===== src/rtl/apb_reg_slave_if.sv =====
// APB3 bus bundle between a requester and the apb_reg_slave completer.
interface apb_reg_slave_if;
  logic        psel;
  logic        penable;
  logic        pwrite;
  logic [31:0] paddr;
  logic [31:0] pwdata;
  logic [31:0] prdata;
  logic        pready;
  logic        pslverr;

  modport master (
    output psel, penable, pwrite, paddr, pwdata,
    input  prdata, pready, pslverr
  );

  modport slave (
    input  psel, penable, pwrite, paddr, pwdata,
    output prdata, pready, pslverr
  );
endinterface


===== src/rtl/apb_reg_slave.sv =====
// APB3 completer: seven read/write registers plus a read-only counter of
// error-free transfers, with a fixed number of wait states per transfer.
module apb_reg_slave #(
  parameter logic [31:0] BASE_ADDR   = 32'h1000_0000,
  parameter int unsigned WAIT_CYCLES = 0
) (
  input logic            clk,
  input logic            rst,
  apb_reg_slave_if.slave bus
);

  localparam logic [3:0] WAIT_LIM = 4'(WAIT_CYCLES);

  typedef enum logic {IDLE, ACCESS} state_t;

  state_t      state;
  state_t      state_next;
  logic [3:0]  wcnt;
  logic [2:0]  lat_idx;
  logic        lat_write;
  logic [31:0] lat_wdata;
  logic        lat_err;
  logic [31:0] regs [0:6];
  logic [31:0] cnt;

  logic [11:0] offset;
  logic        decode_err;
  logic        setup;
  logic        at_limit;
  logic        commit;
  logic [31:0] rdata_mux;

  // Address decode of the live bus, only consumed on the setup edge.
  always_comb begin
    offset     = bus.paddr[11:0];
    decode_err = (bus.paddr[31:12] != BASE_ADDR[31:12])
               | (bus.paddr[1:0] != 2'b00)
               | (offset > 12'h01C)
               | (bus.pwrite & (offset == 12'h01C));
  end

  assign setup    = (state == IDLE) & bus.psel & ~bus.penable;
  assign at_limit = (state == ACCESS) & (wcnt == WAIT_LIM);
  // A transfer whose psel vanished is an abort, even on its final cycle.
  assign commit   = at_limit & bus.psel & ~lat_err;

  // Next-state logic: leave ACCESS on completion or on master abort.
  always_comb begin
    state_next = state;
    case (state)
      IDLE:    if (setup) state_next = ACCESS;
      ACCESS:  if (!bus.psel || at_limit) state_next = IDLE;
      default: state_next = IDLE;
    endcase
  end

  // State register.
  always_ff @(posedge clk) begin
    if (rst) state <= IDLE;
    else     state <= state_next;
  end

  // Capture the setup-phase request and count wait states during ACCESS.
  always_ff @(posedge clk) begin
    if (rst) begin
      wcnt      <= 4'd0;
      lat_idx   <= 3'd0;
      lat_write <= 1'b0;
      lat_wdata <= 32'd0;
      lat_err   <= 1'b0;
    end else if (setup) begin
      wcnt      <= 4'd0;
      lat_idx   <= bus.paddr[4:2];
      lat_write <= bus.pwrite;
      lat_wdata <= bus.pwdata;
      lat_err   <= decode_err;
    end else if ((state == ACCESS) && !at_limit) begin
      wcnt      <= wcnt + 4'd1;
    end
  end

  // Register file and transfer counter update on the completing edge.
  always_ff @(posedge clk) begin
    if (rst) begin
      for (int i = 0; i < 7; i++) regs[i] <= 32'd0;
      cnt <= 32'd0;
    end else if (commit) begin
      for (int i = 0; i < 7; i++) begin
        if (lat_write && (lat_idx == 3'(i))) regs[i] <= lat_wdata;
      end
      cnt <= cnt + 32'd1;
    end
  end

  // Read mux; index 7 is the counter, which shows its pre-transfer value.
  always_comb begin
    rdata_mux = cnt;
    for (int i = 0; i < 7; i++) begin
      if (lat_idx == 3'(i)) rdata_mux = regs[i];
    end
  end

  assign bus.pready  = at_limit;
  assign bus.pslverr = at_limit & lat_err;
  assign bus.prdata  = (at_limit & ~lat_write & ~lat_err) ? rdata_mux : 32'd0;

endmodule


===== src/flat_wrapper.sv =====
// flat-port wrapper written by rule: the top's interface ports become plain ports
module apb_reg_slave_flat 
#(
  parameter logic [31:0] BASE_ADDR   = 32'h1000_0000,
  parameter int unsigned WAIT_CYCLES = 0
)
  (clk, rst, bus_psel, bus_penable, bus_pwrite, bus_paddr, bus_pwdata, bus_prdata, bus_pready, bus_pslverr);
  apb_reg_slave_if bus_i ();
  input logic clk;
  input logic rst;
  input wire logic [$bits(bus_i.psel)-1:0] bus_psel;
  input wire logic [$bits(bus_i.penable)-1:0] bus_penable;
  input wire logic [$bits(bus_i.pwrite)-1:0] bus_pwrite;
  input wire logic [$bits(bus_i.paddr)-1:0] bus_paddr;
  input wire logic [$bits(bus_i.pwdata)-1:0] bus_pwdata;
  output wire logic [$bits(bus_i.prdata)-1:0] bus_prdata;
  output wire logic [$bits(bus_i.pready)-1:0] bus_pready;
  output wire logic [$bits(bus_i.pslverr)-1:0] bus_pslverr;
  assign bus_i.psel = bus_psel;
  assign bus_i.penable = bus_penable;
  assign bus_i.pwrite = bus_pwrite;
  assign bus_i.paddr = bus_paddr;
  assign bus_i.pwdata = bus_pwdata;
  assign bus_prdata = bus_i.prdata;
  assign bus_pready = bus_i.pready;
  assign bus_pslverr = bus_i.pslverr;
  apb_reg_slave #(.BASE_ADDR(BASE_ADDR), .WAIT_CYCLES(WAIT_CYCLES)) u_core (.clk(clk), .rst(rst), .bus(bus_i));
endmodule

===== config.mk =====
export PLATFORM = sky130hd
export DESIGN_NAME = apb_reg_slave_flat
export DESIGN_NICKNAME = d
export VERILOG_FILES = /design/src/rtl/apb_reg_slave_if.sv /design/src/rtl/apb_reg_slave.sv /design/src/flat_wrapper.sv
export SDC_FILE = /design/constraint.sdc
export NUM_CORES = 1
export LEC_CHECK = 0
export BUFFER_PORTS_ARGS = -buffer_cell sky130_fd_sc_hd__buf_2
export CAP_MARGIN = 20
export CORE_MARGIN = 2
export CORE_UTILIZATION = 60
export DETAILED_ROUTE_END_ITERATION = 10
export PLACE_DENSITY_LB_ADDON = 0.05
export SLEW_MARGIN = 40
export SYNTH_ARGS = -nofsm -noshare
export SYNTH_HDL_FRONTEND = slang
export SYNTH_SLANG_ARGS = --single-unit

===== constraint.sdc =====
create_clock -name clk -period 3.2 [get_ports clk]
set_input_delay 0 -clock clk [delete_from_list [all_inputs] [get_ports clk]]
set_output_delay 0 -clock clk [all_outputs]
set_load 0.03 [all_outputs]

---- Word level (Yosys, flattened, before mapping) ----
Memory sizes are Yosys's and may differ from the RTL's.
Cells that the tools add are included.
word-level totals
  register bits ........................... 74
  memory bits (writable) .................. 224
  input port bits ......................... 69
  output and inout bits ................... 34
  memories ................................ 1
operators by class
  $add $sub $neg .......................... 2
  order comparisons ....................... 1
  equal/unequal tests ..................... 8
  mux-type cells .......................... 48
  bitwise logic cells ..................... 23
  reductions and logical operators ........ 15
memories
  name         words  bits a word  rd ports  clocked after memory_dff  write ports  RTL line             RTL
  u_core.regs  7      32           7         0                         7            apb_reg_slave.sv:23  logic [31:0] regs [0:6];
operators with widths
  kind                                                  count
  two-way mux 32 bit                                    15
  adder 32 x 1 -> 32 bit (second input constant)        1
  two-way mux 1 bit                                     32
  != test 20 x 17 -> 1 bit (second input constant)      1
  == test 12 x 5 -> 1 bit (second input constant)       1
  > comparator 12 x 5 -> 1 bit (second input constant)  1
  bitwise OR 1 bit                                      10
  AND 1 bit                                             9
  == test 3 bit (second input constant)                 3
  logical AND 1 bit                                     8
  == test 3 x 2 -> 1 bit (second input constant)        2
  adder 4 x 1 -> 4 bit (second input constant)          1
  logical NOT 4 bit                                     1
  inverter 1 bit                                        4
  == test 3 x 1 -> 1 bit (second input constant)        1
  logical NOT 3 bit                                     1
  logical NOT 1 bit                                     2
  case mux 1 bit (2 select lines)                       1
  nonzero test 2 bit                                    1
  OR reduction 2 bit                                    1
  logical OR 1 bit                                      1

---- Logic depth before layout (Yosys ltp) ----
  depth after elaboration ................. 9
  gate-level depth with buffers ........... 9
  mapped depth without buffers ............ 6

---- Worst setup path after synthesis ----
OpenSTA, ideal clock, no wires.
  kind .................................... register to register
  start ................................... register u_core.wcnt[0]
  end ..................................... memory u_core.regs[0][0] (enable)
  library setup time ...................... 0.394 ns
  data arrival time ....................... 2.289 ns
  slack ................................... 0.517 ns
  cell stages (with the launch flop) ...... 8
  buffers on the path ..................... 1
  clock period less this slack ............ 2.683 ns
  cell sequence ........................... dfxtp_1 -> inv_1 -> ha_1 -> or3b_1 -> buf_6 -> nor3_1 -> nand2_1 -> nand2b_1
RTL lines
  element                 RTL line             RTL
  start, declared         apb_reg_slave.sv:18  logic [3:0] wcnt;
  start signal, assigned  apb_reg_slave.sv:78  wcnt <= wcnt + 4'd1;
  end, declared           apb_reg_slave.sv:23

---- Final worst setup path ----
  start ................................... register u_core.lat_idx[0]
  end ..................................... output port bus_prdata[14]
between the ends
  longest elaborated chain between the ends .. 9
  elaborated cells between the ends (all ways) .. 15
  classes of those cells .................. eq/ne (6); mux (8); reduce/logical (1)
RTL lines
  element                          RTL line              RTL
  start, declared                  apb_reg_slave.sv:19   logic [2:0] lat_idx;
  start signal, assigned           apb_reg_slave.sv:73   lat_idx <= bus.paddr[4:2];
  logical NOT 3 bit                apb_reg_slave.sv:99   if (lat_idx == 3'(i)) rdata_mux = regs[i];
  two-way mux 32 bit (6 in a row)  apb_reg_slave.sv:99
  two-way mux 32 bit (*)           apb_reg_slave.sv:99
  two-way mux 32 bit (*)           apb_reg_slave.sv:105  assign bus.prdata = (at_limit & ~lat_write & ~lat_err) ? rdata_mux : 32'd0;
  end, declared                    flat_wrapper.sv:16    output wire logic [$bits(bus_i.prdata)-1:0] bus_prdata;
Mark *: on every way between the ends. The rest lies on a longest branch, timed or not.

==> metrics.cfg <==
[status]
outcome=finished clean

[worst_hold_path]
hold_depth=5
hold_class=input pin to flip-flop

[cells_and_area]
syn_to_final_growth_pct=18.5
design_area_um2=15700
instances_no_fill=1615
layout_common_cells=edfxtp_1 (224), nor2_1 (220), buf_2 (101)
diodes=0
final_common_cell=edfxtp_1
layout-drive-gt1-share_pct=20.6
final_nets=1381
final_util_pct=72.1

[sta]
max_freq_ghz=0.346
min_period_ns=2.89
fin_tns_setup_ns=0
slew_viol_final=0
timing.hold.ws_ns=0.164
fin_skew_ns=0.0156
tightestPinTransition_ns=0.813
period_share_pct=90.3
hold_viol_final=0
slew_headroom_pct=45.8
rsz0062_at_grt=no
setup_viol=0

[yosys]
yosysSeqAreaShare_pct=62.0
yosys.area_share.simple_pct=15.1
yosys.area.top_type=edfxtp_1
synth.cell_area_um2=13200
synth_top_area_share_pct=50.8
ys_ff_latch=298
synth_xor_area_share_pct=0.728
synth_area_per_cell_um2=11.4
synth_mux_area_share_pct=9.39
synth_flop_cell=edfxtp_1
synth_cells=1165
synth_cell_types=46
synth_fp_nets=1237
synthArstFlopShare_pct=0
synth_top_family_by_area=simple AND/OR/NAND/NOR gates
synth_edf_count=224
synth_compound_area_share_pct=8.72
yosys.area_share.adder_pct=0.284
synth_warnings=0
synthTopCellsByArea=edfxtp_1 (51%), dfxtp_1 (11%), nor2_1 (6.3%)

[clock_tree]
cts-htree-levels=2
cts_buffers=34
cts_tree=done
cts.sink_count=298
ctsResizeCount=0
post-cts-setup-buffers=0
cts_buffer_depth=3
cts_hold_buf=58
cts_root_buffer=clkbuf_16
clock_latency_ns=0.51
clk_pin_slew_ns=0.06

[grt]
grt_usage_pct=27.9
grt_pass1_wl_um=51000
grt_overflow=0
grt_pass1_vias=9453
antenna_found_initial=0
grt_max_degree=57

[pwr]
leakage_nw=5.78
cellPowerDensity_nw_per_um2=540
vdd_drop_max_mv=0.428

[critical_path]
critPathArrivalTime_ns=2.89
regToRegSetupSlack_ns=0.37
startpoint=u_core.lat_idx[0]
r2r_cells=6
worstSetupEndpointType=output pin
r2r-start=u_core.state
worstSetupEndpoint=bus_prdata[14]
rr_endpoint=u_core.lat_err
crit_type=flip-flop to output pin
start_kind=flip-flop
cp_max_fo=51
cp.required_ns=3.20

[floorplanning]
die_h_um=153
initial_core_util_pct=60.8
io-pin-count=103
rows=54
die_w_um=153
core_area_um2=21800
die_area_um2=23300

[route]
drc=0
wirelength_um=32600
dr_total_vias=9631
dr.pass1.iters=7
avgViaCountPerCell=5.96
wl_per_cell_um=20.2
ant_nets=0
first_iter_violations=815

[placement]
dp_hpwl_um=18600
place_inst=1495
port_buffers=102
dpl_cell_area_um2=14100
gp_congestion=0.807

[flow_run]
drv_cap=0

==> worst min path at each step <==
stage,start,endpoint,slack (ns)
2_1_floorplan,bus_pwdata[0],u_core.lat_wdata[0],0.14
3_5_place_dp,bus_pwdata[11],u_core.lat_wdata[11],0.25
5_1_grt,bus_penable,u_core.lat_wdata[22],0.23
4_1_cts,bus_penable,u_core.lat_idx[1],0.15
6_report,bus_penable,u_core.lat_idx[1],0.16
3_3_place_gp,bus_pwdata[9],u_core.lat_wdata[9],0.24
==> sequential cells by signal, indices dropped and copies added (netlist names) <==
register	count
u_core.regs	224
u_core.cnt	32
u_core.lat_wdata	32
u_core.wcnt	4
u_core.lat_idx	3
u_core.lat_err	1
u_core.lat_write	1
u_core.state	1
==> report_power, final <==
group / total [mW] / switching [mW] / internal (mW)
Sequential: 4.33 / 0.0606 / 4.27
Combinational: 0.573 / 0.334 / 0.238
Clock: 3.57 / 1.51 / 2.05
Total: 8.47 / 1.91 / 6.56
==> synthesized netlist by cell type, types with 9 or more instances <==
library cell,count
a221o_1,28
nand2_1,89
mux2_2,69
nor4_1,15
inv_1,40
nand4_1,9
nor2_1,221
nor2b_1,10
edfxtp_1,224
o22ai_1,57
dfxtp_1,74
nand3_1,14
mux2i_1,33
o21ai_0,9
or3_1,9
nand2b_1,39
a21oi_1,78
clkbuf_1,71
==> cell families after synthesis <==
| logic type | count (synthesis) |
|---|---|
| and+or+nand+nor | 438 |
| DFF | 298 |
| AOI/OAI and AO/OA | 182 |
| buffers and inverters | 125 |
| muxes | 108 |
| xor gates and xnor gates | 11 |
| adders and majority gates | 3 |
==> through the flow <==
step / worst slack (ns) / power [mW]
after floorplan: 0.517 / 4.72
after global placement: 0.689 / 4.91
after detailed placement: 0.608 / 4.92
after CTS: 0.317 / 8.52
after global routing: 0.224 / 8.70
final: 0.310 / 8.47
==> worst max-delay path, stage by stage, from the launching register on <==
cell and delay (ns):
dfxtp_4 0.88, buf_4 0.49, mux2i_1 0.14, a221o_1 0.35
a21oi_1 0.22, buf_2 0.25
==> metal layers <==
metal	vias up	wire (um)	global-route usage (%)
met1	4665	13600	38.1
met3	57	2490	4.27
met2	405	16000	47.3
met5	-	0	0
met4	0	595	7.28
li1	4504	-	-
==> final cells by class <==
class,instances,area (um2)
sequential,298,8210
fill,1553,6070
multi-input combinational,742,4550
timing repair buffer,193,1390
clock buffer,48,933
tap,280,350
inverter,40,150
clock inverter,14,92.6
Note: power is estimated with default switching activity, not from simulation.
